### src/rtl/ecg_pkg.sv
// rtl/ecg_pkg.sv - shared ECG constants and RR generator state type
//
// Purpose: common definitions for the ECG RR-interval path.
// Contents: RR_W_DEFAULT (RR value width in sample ticks), SAMPLE_HZ
// (sample tick rate), rr_gen_state_t (peak generator FSM states).
package ecg_pkg;

  localparam int RR_W_DEFAULT = 16;
  localparam int SAMPLE_HZ    = 100;

  typedef enum logic [0:0] {
    IDLE = 1'b0,
    RUN  = 1'b1
  } rr_gen_state_t;

endpackage

### src/rtl/rr_peak_generator_if.sv
// rtl/rr_peak_generator_if.sv - RR value valid/ready handshake bundle
//
// Purpose: carries RR interval values into the peak generator.
// Signals: rr_in (RR interval in sample ticks), rr_valid (rr_in valid),
// rr_ready (receiver can accept).
// Modports: master drives rr_in/rr_valid, slave drives rr_ready.
interface rr_peak_generator_if
  import ecg_pkg::*;
#(
  parameter int RR_W = RR_W_DEFAULT
);

  logic [RR_W-1:0] rr_in;
  logic            rr_valid;
  logic            rr_ready;

  modport master (output rr_in, output rr_valid, input rr_ready);
  modport slave  (input rr_in, input rr_valid, output rr_ready);

endinterface

### src/rtl/rr_fifo.sv
// rtl/rr_fifo.sv - synchronous FIFO with wrap-bit pointers and level output
//
// Purpose: buffers RR values between the upstream handshake and the peak FSM.
// Ports: clk, rst (async active-high, flushes pointers), push/push_data,
// pop/pop_data (head word, valid while !empty), full, empty, level.
module rr_fifo #(
  parameter  int DEPTH = 4,
  parameter  int WIDTH = 16,
  localparam int AW    = $clog2(DEPTH)
) (
  input  logic             clk,
  input  logic             rst,
  input  logic             push,
  input  logic [WIDTH-1:0] push_data,
  input  logic             pop,
  output logic [WIDTH-1:0] pop_data,
  output logic             full,
  output logic             empty,
  output logic [AW:0]      level
);

  localparam logic [AW:0] PTR_ONE = (AW + 1)'(1);

  logic [WIDTH-1:0] mem [DEPTH];
  logic [AW:0]      wr_ptr;
  logic [AW:0]      rd_ptr;
  logic             do_push;
  logic             do_pop;

  assign do_push = push && !full;
  assign do_pop  = pop && !empty;

  // The extra MSB on each pointer distinguishes full from empty when the
  // index bits coincide.
  assign empty    = (wr_ptr == rd_ptr);
  assign full     = (wr_ptr[AW] != rd_ptr[AW]) && (wr_ptr[AW-1:0] == rd_ptr[AW-1:0]);
  assign level    = wr_ptr - rd_ptr;
  assign pop_data = mem[rd_ptr[AW-1:0]];

  always_ff @(posedge clk or posedge rst) begin
    if (rst) begin
      wr_ptr <= '0;
      rd_ptr <= '0;
    end else begin
      if (do_push) wr_ptr <= wr_ptr + PTR_ONE;
      if (do_pop)  rd_ptr <= rd_ptr + PTR_ONE;
    end
  end

  // Storage needs no reset: resetting the pointers already empties the FIFO.
  always_ff @(posedge clk) begin
    if (do_push) mem[wr_ptr[AW-1:0]] <= push_data;
  end

endmodule

### src/rtl/rr_peak_generator.sv
// rtl/rr_peak_generator.sv - synthetic R-peak source replaying buffered RR intervals
//
// Purpose: pops RR values N from a FIFO and emits r_peak so that consecutive
// peaks are N+1 sample ticks apart; a 0-based capture-and-clear tick counter
// downstream therefore reads back exactly N.
// Ports: clk, rst (async active-high), sample_en (sample tick, one clk wide),
// rr (slave handshake: rr_in/rr_valid in, rr_ready out), r_peak (registered
// peak level, one sample period per peak), busy (state RUN), underrun (one-clk
// pulse on a peak fired with the FIFO empty), fifo_level (entries held).
module rr_peak_generator
  import ecg_pkg::*;
#(
  parameter  int DEPTH = 4,
  parameter  int RR_W  = RR_W_DEFAULT,
  localparam int LVL_W = $clog2(DEPTH) + 1
) (
  input  logic                 clk,
  input  logic                 rst,
  input  logic                 sample_en,
  rr_peak_generator_if.slave   rr,
  output logic                 r_peak,
  output logic                 busy,
  output logic                 underrun,
  output logic [LVL_W-1:0]     fifo_level
);

  rr_gen_state_t   state;
  rr_gen_state_t   state_n;
  logic [RR_W-1:0] cnt;
  logic [RR_W-1:0] cnt_n;
  logic [RR_W-1:0] head;
  logic            r_peak_n;
  logic            underrun_n;
  logic            pop;
  logic            push;
  logic            full;
  logic            empty;
  logic            ready_en;

  // ready_en holds rr_ready low during reset and releases it on the first
  // clk after rst deasserts.
  always_ff @(posedge clk or posedge rst) begin
    if (rst) ready_en <= 1'b0;
    else     ready_en <= 1'b1;
  end

  assign rr.rr_ready = ready_en && !full;
  assign push        = rr.rr_valid && rr.rr_ready;
  assign busy        = (state == RUN);

  rr_fifo #(
    .DEPTH (DEPTH),
    .WIDTH (RR_W)
  ) u_fifo (
    .clk       (clk),
    .rst       (rst),
    .push      (push),
    .push_data (rr.rr_in),
    .pop       (pop),
    .pop_data  (head),
    .full      (full),
    .empty     (empty),
    .level     (fifo_level)
  );

  always_ff @(posedge clk or posedge rst) begin
    if (rst) begin
      state    <= IDLE;
      cnt      <= '0;
      r_peak   <= 1'b0;
      underrun <= 1'b0;
    end else begin
      state    <= state_n;
      cnt      <= cnt_n;
      r_peak   <= r_peak_n;
      underrun <= underrun_n;
    end
  end

  // Everything except the underrun pulse holds between sample ticks. The
  // empty flag reflects the registered FIFO state, so a push landing on the
  // same clk as a fire is not visible until the next tick.
  always_comb begin
    state_n    = state;
    cnt_n      = cnt;
    r_peak_n   = r_peak;
    underrun_n = 1'b0;
    pop        = 1'b0;
    if (sample_en) begin
      case (state)
        IDLE: begin
          r_peak_n = 1'b0;
          if (!empty) begin
            // Anchor peak: the interval to the next peak starts here.
            pop      = 1'b1;
            cnt_n    = head;
            r_peak_n = 1'b1;
            state_n  = RUN;
          end
        end
        RUN: begin
          if (cnt != '0) begin
            cnt_n    = cnt - RR_W'(1);
            r_peak_n = 1'b0;
          end else begin
            // Fire; with N=0 the level simply stays high for another period.
            r_peak_n = 1'b1;
            if (!empty) begin
              pop   = 1'b1;
              cnt_n = head;
            end else begin
              underrun_n = 1'b1;
              state_n    = IDLE;
            end
          end
        end
        default: state_n = IDLE;
      endcase
    end
  end

endmodule

### src/flat_wrapper.sv
// flat-port wrapper written by rule: the top's interface ports become plain ports
module rr_peak_generator_flat import ecg_pkg::*;
#(
  parameter  int DEPTH = 4,
  parameter  int RR_W  = RR_W_DEFAULT,
  localparam int LVL_W = $clog2(DEPTH) + 1
)
  (clk, rst, sample_en, r_peak, busy, underrun, fifo_level, rr_rr_in, rr_rr_valid, rr_rr_ready);
  rr_peak_generator_if #(.RR_W(RR_W)) rr_i ();
  input  logic clk;
  input  logic rst;
  input  logic sample_en;
  output logic r_peak;
  output logic busy;
  output logic underrun;
  output logic [LVL_W-1:0] fifo_level;
  input wire logic [$bits(rr_i.rr_in)-1:0] rr_rr_in;
  input wire logic [$bits(rr_i.rr_valid)-1:0] rr_rr_valid;
  output wire logic [$bits(rr_i.rr_ready)-1:0] rr_rr_ready;
  assign rr_i.rr_in = rr_rr_in;
  assign rr_i.rr_valid = rr_rr_valid;
  assign rr_rr_ready = rr_i.rr_ready;
  rr_peak_generator #(.DEPTH(DEPTH), .RR_W(RR_W)) u_core (.clk(clk), .rst(rst), .sample_en(sample_en), .rr(rr_i), .r_peak(r_peak), .busy(busy), .underrun(underrun), .fifo_level(fifo_level));
endmodule
### config.mk
export PLATFORM = sky130hd
export DESIGN_NAME = rr_peak_generator_flat
export DESIGN_NICKNAME = d
export VERILOG_FILES = /design/src/rtl/ecg_pkg.sv /design/src/rtl/rr_peak_generator_if.sv /design/src/rtl/rr_fifo.sv /design/src/rtl/rr_peak_generator.sv /design/src/flat_wrapper.sv
export SDC_FILE = /design/constraint.sdc
export NUM_CORES = 1
export LEC_CHECK = 0
export CORE_ASPECT_RATIO = 1.2
export CORE_MARGIN = 3
export CORE_UTILIZATION = 54
export DETAILED_ROUTE_END_ITERATION = 16
export HOLD_SLACK_MARGIN = 0.15
export PLACE_DENSITY = 0.74
export SETUP_SLACK_MARGIN = 0.3
export SYNTH_ARGS = -nofsm -noshare
export SYNTH_HDL_FRONTEND = slang
export SYNTH_SLANG_ARGS = --single-unit
### constraint.sdc
create_clock -name clk -period 3.3 [get_ports clk]
set_input_delay 0.33 -clock clk [delete_from_list [all_inputs] [get_ports clk]]
set_output_delay 0.33 -clock clk [all_outputs]
set_load 0.005 [all_outputs]
==> flow_metrics.tcl <==
set metrics [dict create \
    status "finished, final reports clean" \
    dp.cells 378 \
    grt_start_max_net_pins 27 \
    nets 332 \
    final.min_clock_period_ns 2.50 \
    core_area_mm2 0.00702 \
    htree_levels 3 \
    synthMuxAreaShare_pct 9.47 \
    critPathRequiredTime_ns 2.97 \
    numCtsBuffers 9 \
    seq_area_mm2 0.00257 \
    yosysTopAreaCell "edfxtp_1" \
    ff2ff_path_depth 7 \
    peakVddDrop_uv 445 \
    ios 27 \
    max_slew_margin_pct 31.2 \
    worst_slack_ns 0.799 \
    fin_tns_setup_ns 0 \
    drive_gt1_share_pct 15.6 \
    multi_input_area_mm2 0.00135 \
    syn_nets 299 \
    drc 0 \
    synth_top_area_share_pct 47.7 \
    p_leak_nw 1.67 \
    path_max_fanout 4 \
    start_util_pct 57.4 \
    gp_congestion 0.984 \
    critical_path_arrival_ns 2.17 \
    ys_async_sr_fraction_pct 28.9 \
    dieHeight_um 101 \
    drt_wl_total_um 7690 \
    synth_top_family_by_area "simple AND/OR/NAND/NOR gates" \
    clk_latency_ns 0.35 \
    path_clk_slew_ns 0.10 \
    worstMarginPinSlew_ns 1.03 \
    drtIter0Drc 244 \
    die_w_um 84.8 \
    postCtsSetupBuffers 0 \
    yosys.cell_types.count 53 \
    via_per_inst 6.20 \
    cts_sinks 90 \
    synth_flop_cell "edfxtp_1" \
    routedWlPerCell_um 19.5 \
    synth-seq-area-share_pct 63.9 \
    cap_violations 0 \
    worstSetupPathType "reg2out" \
    grtUsageTotal_pct 19.7 \
    synth.ff_latch_count 90 \
    synthAdderAreaFrac_pct 3.29 \
    synth_xor_area_share_pct 1.52 \
    final.setup_skew_ns 0.0119 \
    synth-simple-area-share_pct 11.0 \
    fillCellCount 513 \
    via_count 2441 \
    syn_to_final_growth_pct 13.2 \
    io_buffers 26 \
    period_share_pct 75.8 \
    grt_pass1_wl_um 12800 \
    max_freq_mhz 400 \
    syn_area_mm2 0.00403 \
    num_rows 33 \
    stdcell_count 394 \
    grt_setup_unrepaired "no" \
    hp-class "in2async" \
    drt_pre_antenna_iters 5 \
    antenna_cells 0 \
    cts_root_buf "clkbuf_8" \
    ctsHoldBuffers 0 \
    synth_compound_area_share_pct 8.14 \
    place_ws_ns 0.967 \
    synth_area_leaders "edfxtp_1, dfrtp_1, mux4_2" \
    hold_viol 0 \
    final_util_pct 65.0 \
    maxSlewViolCount 0 \
    post_cts.resized_instances 0 \
    dp_hpwl_um 5220 \
    clockBufferDepth 2 \
    grt_pass1_vias 2519 \
    start_kind "flip-flop" \
    dieArea_mm2 0.00854 \
    antenna_found_initial 0 \
    cts_tree "built" \
    ant_nets 0 \
    synthCells 269 \
    endpoint_kind "primary output" \
    avgSynthCellArea_um2 15.0 \
    synth_edf_count 64 \
    overflow 0 \
    power.density_mw_per_mm2 728 \
    ys_warn_count 0 \
    setup_violations 0 \
]
==> final cells by class <==
type / count / area share (%)
clock buffer: 9 / 2.72
clock inverter: 7 / 1.26
inverter: 11 / 0.906
multi-input combinational: 158 / 29.6
sequential: 90 / 56.4
tap: 87 / 2.39
timing repair buffer: 32 / 6.70
==> flip-flops by register name (all words and copies together), names as in the netlist <==
| register | cells |
|---|---|
| u_core.ready_en | 1 |
| u_core.u_fifo.wr_ptr | 3 |
| u_core.u_fifo.rd_ptr | 3 |
| u_core.u_fifo.mem | 64 |
| u_core.cnt | 16 |
| u_core.busy | 1 |
| u_core.r_peak | 1 |
| u_core.underrun | 1 |
==> synthesized netlist by cell type (all sizes together), types with 2 or more instances <==
library cell and n:
ha 9, o21a 3, mux4 16, nor4b 2, nor3 11, and2 3
a211o 3, nor2b 2, nor2 10, a221o 4, nor4 7, nand2 16
xor2 3, xnor2 4, o21ai 10, nand4b 2, nor3b 3, dfrtp 26
clkbuf 3, inv 11, a21oi 8, buf 7, a211oi 4, edfxtp 64
nand3 9, and3 9, a31oi 3, nand4 2
==> critical path, cell delays in order (launching register included) <==
cell and delay, ns:
dfrtp_1 0.43, inv_1 0.12, ha_1 0.22, fa_1 0.38, xnor2_1 0.16, clkdlybuf4s50_1 0.51
==> logic make-up after synthesis <==
kind of cell,after synthesis
AND/OR/NAND/NOR,77
flip-flops,90
buffers and inverters,21
XOR/XNOR,7
other,1
AO/OA/AOI/OAI,45
adder cells (fa/ha/maj),10
multiplexers,18
==> final timing paths <==
kind	slack (ns)	end	from
min reg2reg	0.54	u_core.cnt[11]	u_core.cnt[11]
min	0.52	u_core.u_fifo.wr_ptr[0]	rst
max in group asynchronous	2.15	u_core.u_fifo.wr_ptr[2]	rst
min in group clk	0.54	u_core.cnt[11]	u_core.cnt[11]
max reg2reg	0.91	u_core.cnt[7]	u_core.u_fifo.wr_ptr[0]
max	0.80	fifo_level[2]	u_core.u_fifo.wr_ptr[0]
==> placed cells by master (no fill, tap or decap), types with 3 or more instances in the layout <==
| master | instances |
|---|---|
| a211oi_1 | 4 |
| mux4_2 | 16 |
| nand3_1 | 8 |
| o21a_1 | 3 |
| o21ai_1 | 3 |
| nor3_1 | 11 |
| clkdlybuf4s50_1 | 26 |
| buf_4 | 6 |
| clkbuf_8 | 9 |
| edfxtp_1 | 64 |
| nor4_1 | 6 |
| ha_1 | 9 |
| a211o_1 | 3 |
| a31oi_1 | 3 |
| o21ai_0 | 7 |
| a221o_1 | 4 |
| xnor2_1 | 4 |
| nand2_1 | 15 |
| nor2_1 | 10 |
| a21oi_1 | 7 |
| nor3b_1 | 3 |
| dfrtp_1 | 26 |
| xor2_1 | 3 |
| inv_6 | 3 |
| and3_1 | 9 |
| inv_1 | 11 |
==> per-stage QoR <==
step,total power (W),hold slack [ns],instance area [um2]
floorplan,0.00230,0.370,4030
global placement,0.00264,0.515,4380
detailed placement,0.00266,0.515,4380
CTS,0.00334,0.533,4560
global route,0.00352,0.540,4560
finish,0.00332,0.522,4560
==> layer usage <==
metal  up-vias  GRT usage [%]  part of all wire [%]  routed length, um
li1       1115              -                     -                  -
met1      1214           26.9                    43               3280
met2        95           31.4                    50               3850
met3        17           4.09                   5.2                400
met4         0           8.04                   1.9                149
met5         -              0                     0                  0
==> where the power goes <==
group          leakage [nW]  internal (W)  switching (W)  total (W)
registers             0.893       0.00143       0.000195    0.00162
clock network        0.0886      0.000285       0.000405   0.000690
logic                 0.689      0.000496       0.000514    0.00101
total                  1.67       0.00221        0.00111    0.00332
(Power assumes the default switching activity.)
